--- src/rtl/multicycle_ctrl.sv ---
// rtl/multicycle_ctrl.sv - multicycle LEGv8 sequencing FSM with ready handshakes and sticky wait-timeout fault
module multicycle_ctrl #(
  parameter int TIMEOUT = 255,
  parameter int CNT_W   = 8
) (
  input  logic        CLK,
  input  logic        Reset,
  input  logic [10:0] Opcode,
  input  logic        Zero,
  input  logic        IMemReady,
  input  logic        DMemReady,
  output logic        IMemReq,
  output logic        IRWrite,
  output logic        PCWrite,
  output logic        PCSrc,
  output logic        Reg2Loc,
  output logic        ALUSrc,
  output logic [1:0]  ALUOp,
  output logic        MemRead,
  output logic        MemWrite,
  output logic        MemToReg,
  output logic        RegWrite,
  output logic        Fault,
  output logic [2:0]  State
);

  typedef enum logic [2:0] {
    ST_FETCH  = 3'd0,
    ST_DECODE = 3'd1,
    ST_EXEC   = 3'd2,
    ST_MEM    = 3'd3,
    ST_WB     = 3'd4,
    ST_FAULT  = 3'd7
  } state_e;

  typedef enum logic [2:0] {
    CL_NOP   = 3'd0,
    CL_LDUR  = 3'd1,
    CL_STUR  = 3'd2,
    CL_CBZ   = 3'd3,
    CL_B     = 3'd4,
    CL_SHIFT = 3'd5,
    CL_IMM   = 3'd6,
    CL_RTYPE = 3'd7
  } class_e;

  localparam logic [CNT_W-1:0] TIMEOUT_C = CNT_W'(TIMEOUT);

  state_e           state_q, state_d;
  class_e           class_q, class_d;
  logic [CNT_W-1:0] cnt_q, cnt_d;
  class_e           dec_class;

  logic       imem_req, ir_write, pc_write, pc_src, reg2loc, alu_src;
  logic [1:0] alu_op;
  logic       mem_read, mem_write, mem_to_reg, reg_write, fault;

  // Priority decode: first matching pattern wins, so order matters.
  always_comb begin
    dec_class = CL_NOP;
    casez (Opcode)
      11'b11111000010: dec_class = CL_LDUR;
      11'b11111000000: dec_class = CL_STUR;
      11'b10110100???: dec_class = CL_CBZ;
      11'b000101?????: dec_class = CL_B;
      11'b1101001101?: dec_class = CL_SHIFT;
      11'b1??100??00?: dec_class = CL_IMM;
      11'b10001011000,
      11'b11001011000,
      11'b10001010000,
      11'b10101010000: dec_class = CL_RTYPE;
      default:         dec_class = CL_NOP;
    endcase
  end

  always_ff @(posedge CLK) begin
    if (Reset) begin
      state_q <= ST_FETCH;
      class_q <= CL_NOP;
      cnt_q   <= '0;
    end else begin
      state_q <= state_d;
      class_q <= class_d;
      cnt_q   <= cnt_d;
    end
  end

  always_comb begin
    state_d    = state_q;
    class_d    = class_q;
    cnt_d      = '0;
    imem_req   = 1'b0;
    ir_write   = 1'b0;
    pc_write   = 1'b0;
    pc_src     = 1'b0;
    reg2loc    = 1'b0;
    alu_src    = 1'b0;
    alu_op     = 2'b00;
    mem_read   = 1'b0;
    mem_write  = 1'b0;
    mem_to_reg = 1'b0;
    reg_write  = 1'b0;
    fault      = 1'b0;

    // ALU steering is held through MEM so the address stays stable during the wait.
    if (state_q == ST_EXEC || state_q == ST_MEM) begin
      alu_src = (class_q == CL_LDUR) || (class_q == CL_STUR) ||
                (class_q == CL_SHIFT) || (class_q == CL_IMM);
      reg2loc = (class_q == CL_STUR) || (class_q == CL_CBZ);
      if (class_q == CL_LDUR || class_q == CL_STUR) begin
        alu_op = 2'b00;
      end else if (class_q == CL_CBZ) begin
        alu_op = 2'b01;
      end else begin
        alu_op = 2'b10;
      end
    end

    case (state_q)
      ST_FETCH: begin
        imem_req = 1'b1;
        if (IMemReady) begin
          ir_write = 1'b1;
          state_d  = ST_DECODE;
        end else if (cnt_q == TIMEOUT_C) begin
          state_d = ST_FAULT;
        end else begin
          cnt_d = cnt_q + CNT_W'(1);
        end
      end
      ST_DECODE: begin
        class_d = dec_class;
        if (dec_class == CL_NOP) begin
          pc_write = 1'b1;
          state_d  = ST_FETCH;
        end else begin
          state_d = ST_EXEC;
        end
      end
      ST_EXEC: begin
        case (class_q)
          CL_CBZ: begin
            pc_write = 1'b1;
            pc_src   = Zero;
            state_d  = ST_FETCH;
          end
          CL_B: begin
            pc_write = 1'b1;
            pc_src   = 1'b1;
            state_d  = ST_FETCH;
          end
          CL_LDUR, CL_STUR: state_d = ST_MEM;
          default:          state_d = ST_WB;
        endcase
      end
      ST_MEM: begin
        mem_read  = (class_q == CL_LDUR);
        mem_write = (class_q == CL_STUR);
        if (DMemReady) begin
          if (class_q == CL_LDUR) begin
            state_d = ST_WB;
          end else begin
            pc_write = 1'b1;
            state_d  = ST_FETCH;
          end
        end else if (cnt_q == TIMEOUT_C) begin
          state_d = ST_FAULT;
        end else begin
          cnt_d = cnt_q + CNT_W'(1);
        end
      end
      ST_WB: begin
        reg_write  = 1'b1;
        mem_to_reg = (class_q == CL_LDUR);
        pc_write   = 1'b1;
        state_d    = ST_FETCH;
      end
      ST_FAULT: begin
        fault   = 1'b1;
        alu_src = 1'b0;
        reg2loc = 1'b0;
        alu_op  = 2'b00;
        state_d = ST_FAULT;
      end
      default: state_d = ST_FETCH;
    endcase
  end

  // Reset masks every strobe in the cycle it is asserted, whatever the state.
  always_comb begin
    IMemReq  = imem_req   & ~Reset;
    IRWrite  = ir_write   & ~Reset;
    PCWrite  = pc_write   & ~Reset;
    PCSrc    = pc_src     & ~Reset;
    Reg2Loc  = reg2loc    & ~Reset;
    ALUSrc   = alu_src    & ~Reset;
    ALUOp    = alu_op     & {2{~Reset}};
    MemRead  = mem_read   & ~Reset;
    MemWrite = mem_write  & ~Reset;
    MemToReg = mem_to_reg & ~Reset;
    RegWrite = reg_write  & ~Reset;
    Fault    = fault      & ~Reset;
    State    = state_q;
  end

endmodule
--- config.mk ---
export PLATFORM = sky130hd
export DESIGN_NAME = multicycle_ctrl
export DESIGN_NICKNAME = d
export VERILOG_FILES = /design/src/rtl/multicycle_ctrl.sv
export SDC_FILE = /design/constraint.sdc
export NUM_CORES = 1
export LEC_CHECK = 0
export BUFFER_PORTS_ARGS = -buffer_cell sky130_fd_sc_hd__buf_4
export CAP_MARGIN = 20
export CORE_AREA = 2 2 50 52
export DETAILED_ROUTE_END_ITERATION = 8
export DIE_AREA = 0 0 52 54
export GPL_TIMING_DRIVEN = 0
export HOLD_SLACK_MARGIN = 0.1
export MAX_ROUTING_LAYER = met4
export PLACE_DENSITY_LB_ADDON = 0.3
export SLEW_MARGIN = 5
export SYNTH_ARGS = -nofsm -noshare
export SYNTH_HDL_FRONTEND = slang
export SYNTH_SLANG_ARGS = --single-unit
--- constraint.sdc ---
create_clock -name CLK -period 2.1 [get_ports CLK]
set_input_delay 0.21 -clock CLK [delete_from_list [all_inputs] [get_ports CLK]]
set_output_delay 0.21 -clock CLK [all_outputs]
set_load 0.01 [all_outputs]
# == After elaboration in Yosys (flattened, before gate mapping) ==
# Index checks and enable logic that the tools add are counted.
# op_classes
n_addsub,1
n_eq_ne,22
muxes,35
bitwise_logic,13
n_reduce_logical,10
# op_table
cell,count
equality test 11 bit (second input constant),6
two-way mux 8 bit,3
case mux 3 bit (7 select lines),1
two-way mux 1 bit,17
equality test 8 bit (second input constant),2
case mux 8 bit (2 select lines),1
equality test 3 bit (second input constant),5
case mux 3 bit (5 select lines),1
equality test 3 x 2 -> 1 bit (second input constant),4
two-way mux 3 bit,4
bitwise AND 1 bit,11
equality test 10 bit (second input constant),1
two-way mux 2 bit,5
adder 8 x 1 -> 8 bit (second input constant),1
equality test 3 x 1 -> 1 bit (second input constant),2
equality test 6 x 3 -> 1 bit (second input constant),1
equality test 6 bit (second input constant),1
zero test 3 bit,2
case mux 3 bit (2 select lines),1
logical OR 1 bit,5
case mux 1 bit (4 select lines),1
OR reduction 2 bit,2
OR reduction 4 bit,1
bitwise AND 2 bit,1
2 further kinds,2
# totals
reg_bits,14
inputBits,16
out_inout_bits,16

# == Logic depth before layout (Yosys ltp) ==
# depth
ltp_word,7
mapped_depth,6

# == Worst setup path before layout ==
# OpenSTA, ideal clock, no wires.
# synth_path
kind,register to output
startpoint,"register state_q[2], in the netlist State[2]"
endpoint,output MemToReg
arrival_ps,1503
required_ps,1890
slack_ps,387
stages_incl_launch_ff,6
cell_sequence,dfxtp_1 buf_6 buf_4 inv_1 nor4_1 nor2b_1
# synth_via
elab_chain_len,3
# synth_lines
element,line,rtl
from (decl),49,"state_e state_q, state_d;"
from (signal assigned),82,state_q <= state_d;
equality test 3 bit,119,case (state_q)
two-way mux 1 bit,119,
bitwise AND 1 bit,200,MemToReg = mem_to_reg & ~Reset;
to (decl),21,"output logic MemToReg,"
# Every way passes these cells.

# == Worst setup path in the final report ==
# layout_path
startpoint,register class_q[0]
endpoint,output PCWrite
# layout_via
elab_chain_len,5
# layout_lines
element,line,rtl
from (decl),50,"class_e class_q, class_d;"
from (signal assigned),83,class_q <= class_d;
equality test 3 x 1 -> 1 bit (tied with other cells),160,if (class_q == CL_LDUR) begin
two-way mux 1 bit / OR reduction 2 bit (equally long branches),n/a,
"two-way mux 1 bit, on equally long branches","159, 141",
case mux 1 bit (4 select lines) (*),119,
bitwise AND 1 bit (*),193,PCWrite = pc_write & ~Reset;
to (decl),14,"output logic PCWrite,"
# Every way passes the cells marked *; elsewhere a longest branch is shown, timed or not.

==> metrics.yaml <==
status:
  outcome: "completed"
grt:
  antenna_found_initial: 0
  grt_pass1_vias: 1066
  grt_pass1_wl_mm: 4.27
  grt-ovfl-total: 0
  grt_max_degree: 11
  grt_use_total_pct: 20.7
logic_synthesis:
  synthTopCellsByArea: "dfxtp_1 25%, nor2_1 6.4%, nor3b_1 3.4%, xnor2_1 3.1%, xor2_1 3.1%"
  synth_top_area_share_pct: 25.2
  yosys.cell_types.count: 51
  ys_seq_area_share_pct: 25.2
  yosysMostFrequentCell: "nor2_1"
  synth-edff-count: 0
  netlist_instances: 138
  yosys_warnings: 0
  synth-seq-cells: 14
  synth_common_cells: "19 x nor2_1, 14 x dfxtp_1, 7 x nand2_1"
  syn-cell-area_sq_um: 1110
  postSynthAreaPerCell_sq_um: 8.06
  ys.flop_type: "dfxtp_1"
  synthesis.nets: 155
  async_flop_share_pct: 0
  synth_top_area_cell: "dfxtp_1"
pwr:
  clkPwrFrac_pct: 25.7
  p_leak_nw: 0.532
  total_switching_power_uw: 144
  report.power.total_uw: 547
  power_density_nw_per_um2: 384
  comb_power_share_pct: 23.8
  seq_power_share_pct: 50.5
  p_int_uw: 403
  peakVddDrop_mv: 0.280
  swShare_pct: 26.3
clock_network:
  insertion_delay_ps: 270
  clk_pin_slew_ps: 70
  cts_resized: 0
  postCtsSetupBuffers: 0
  cts_buffers: 3
  cts_tree: "done"
  root_buffer: "clkbuf_4"
  clock_path_buffers: 2
  cts_sinks: 14
  htree_num_levels: 1
  holdBufCountCts: 0
critical_path:
  arrival_ps: 1770
  required_ps: 1890
  critPathLaunchType: "flop"
  critPathCaptureType: "output pin"
  crit_type: "reg -> out"
  worstPathMaxFanout: 8
finish:
  final_util_pct: 61.5
  design_area_sq_um: 1430
  syn2layout_area_growth_pct: 28.2
  fin_cells: 202
  fin_nets: 191
  drive_above_1_share_pct: 32.6
  antennaDiodeCount: 0
timing:
  max_slew_margin_pct: 65.3
  final_hold_viol_count: 0
  period_needed_ps: 1980
  finalSetupViolations: 0
  period_share_pct: 94.4
  holdWs_ps: 265
  setup_tns_ps: 0
  rsz0062_at_grt: "no"
  final.setup.worst_slack_ps: 117
  tightest_slew_ps: 513
  fin_skew_ps: 2.61
  maxSlewViolCount: 0
  fmax_mhz: 504
die:
  io_pins: 32
  start_util_pct: 48.0
  rows: 18
  dieArea_sq_um: 2810
  die_w_microns: 52
  die_y_microns: 54
  core_sq_um: 2320
route:
  drc: 0
  avgViaCountPerCell: 5.66
  via_count: 1143
  drt_iter0_drc: 16
  post_drt_wl_per_cell_microns: 12.8
  drt-total-wl_mm: 2.58
  ant_nets: 0
  drtPass1Iterations: 4
flow_run:
  max_cap_violations: 0
place:
  gp_congestion: 0.845
  dp_slack_ps: 396
  dp.cells: 199
  port_buffers: 31
  post_dp_cell_area_sq_um: 1380
  dp_hpwl_mm: 2.03
hold_path:
  min_path_type: "in -> reg"
cells by family (layout without fill, tap and decap cells):
kind of cell / Yosys count / after routing / synth area share (%)
compound gates: 29 / 29 / 19.2
simple gates: 73 / 73 / 39.8
buf+inv: 12 / 46 / 7.31
xor+xnor: 8 / 8 / 6.30
fa+ha+maj: 1 / 1 / 1.12
mux: 1 / 1 / 1.01
flops: 14 / 14 / 25.2
worst max-delay path: stages, from the launching register on:
cell and delay (ps):
dfxtp_1 310, buf_2 170, or3b_2 500, o2111ai_1 120, o32a_1 160, o22ai_1 90
buf_4 150
layout make-up:
type / instances / area [sq um]
buffer: 8 / 68.8
clock buffer: 3 / 22.5
fill: 208 / 893
inverter: 4 / 15.0
multi-input combinational: 112 / 768
sequential: 14 / 282
tap: 30 / 37.5
timing repair buffer: 31 / 233
cell usage in the layout (no fill, tap or decap), types with 2 or more instances in the layout:
cell      Yosys  final
a21oi_1       4      4
a22o_1        2      2
a311oi_1      3      3
and2_1        3      3
and3_1        2      2
buf_2         3      2
buf_4         2     33
buf_6         2      2
clkbuf_4      0      4
dfxtp_1      14     13
inv_1         4      4
nand2_1       7      7
nand2b_1      2      2
nand3_1       2      2
nand3b_1      2      2
nand4_1       4      4
nor2_1       19     19
nor2b_1       3      2
nor3_1        4      4
nor3b_1       5      5
nor4_1        5      5
o21ai_0       4      4
o21ai_2       2      2
o21bai_1      2      2
or3_1         4      4
xnor2_1       4      4
xor2_1        4      4
power groups by stage:
stage	Sequential (mW)	Clock, mW	Combinational [mW]
2_1_floorplan	0.282	0	0.0750
5_1_grt	0.278	0.164	0.142
6_report	0.276	0.140	0.130
4_1_cts	0.276	0.148	0.127
3_3_place_gp	0.282	0	0.123
3_5_place_dp	0.283	0	0.127
path summary, 6_finish.rpt:
check	startpoint	end	slack (ps)	cells past startpoint
worst max register to register	cnt_q[0]$_SDFF_PP0_	State[2]$_SDFF_PP0_	450	5
worst min register to register	cnt_q[0]$_SDFF_PP0_	cnt_q[0]$_SDFF_PP0_	480	1
worst max-delay path	class_q[0]$_SDFFE_PP0P_	PCWrite	120	6
worst min-delay path	IMemReady	State[0]$_SDFF_PP0_	260	3
metal layers:
layer  part of all wire (%)  global-route usage (%)
met4                    1.3                    9.21
met3                    3.8                    3.61
met1                     45                    23.2
met2                     50                    35.9
met5                      0                       -
state kept, by name, indices dropped and copies added (netlist names):
name	flops
State	3
class_q	3
cnt_q	8
Note: power is estimated with default switching activity, not from simulation.
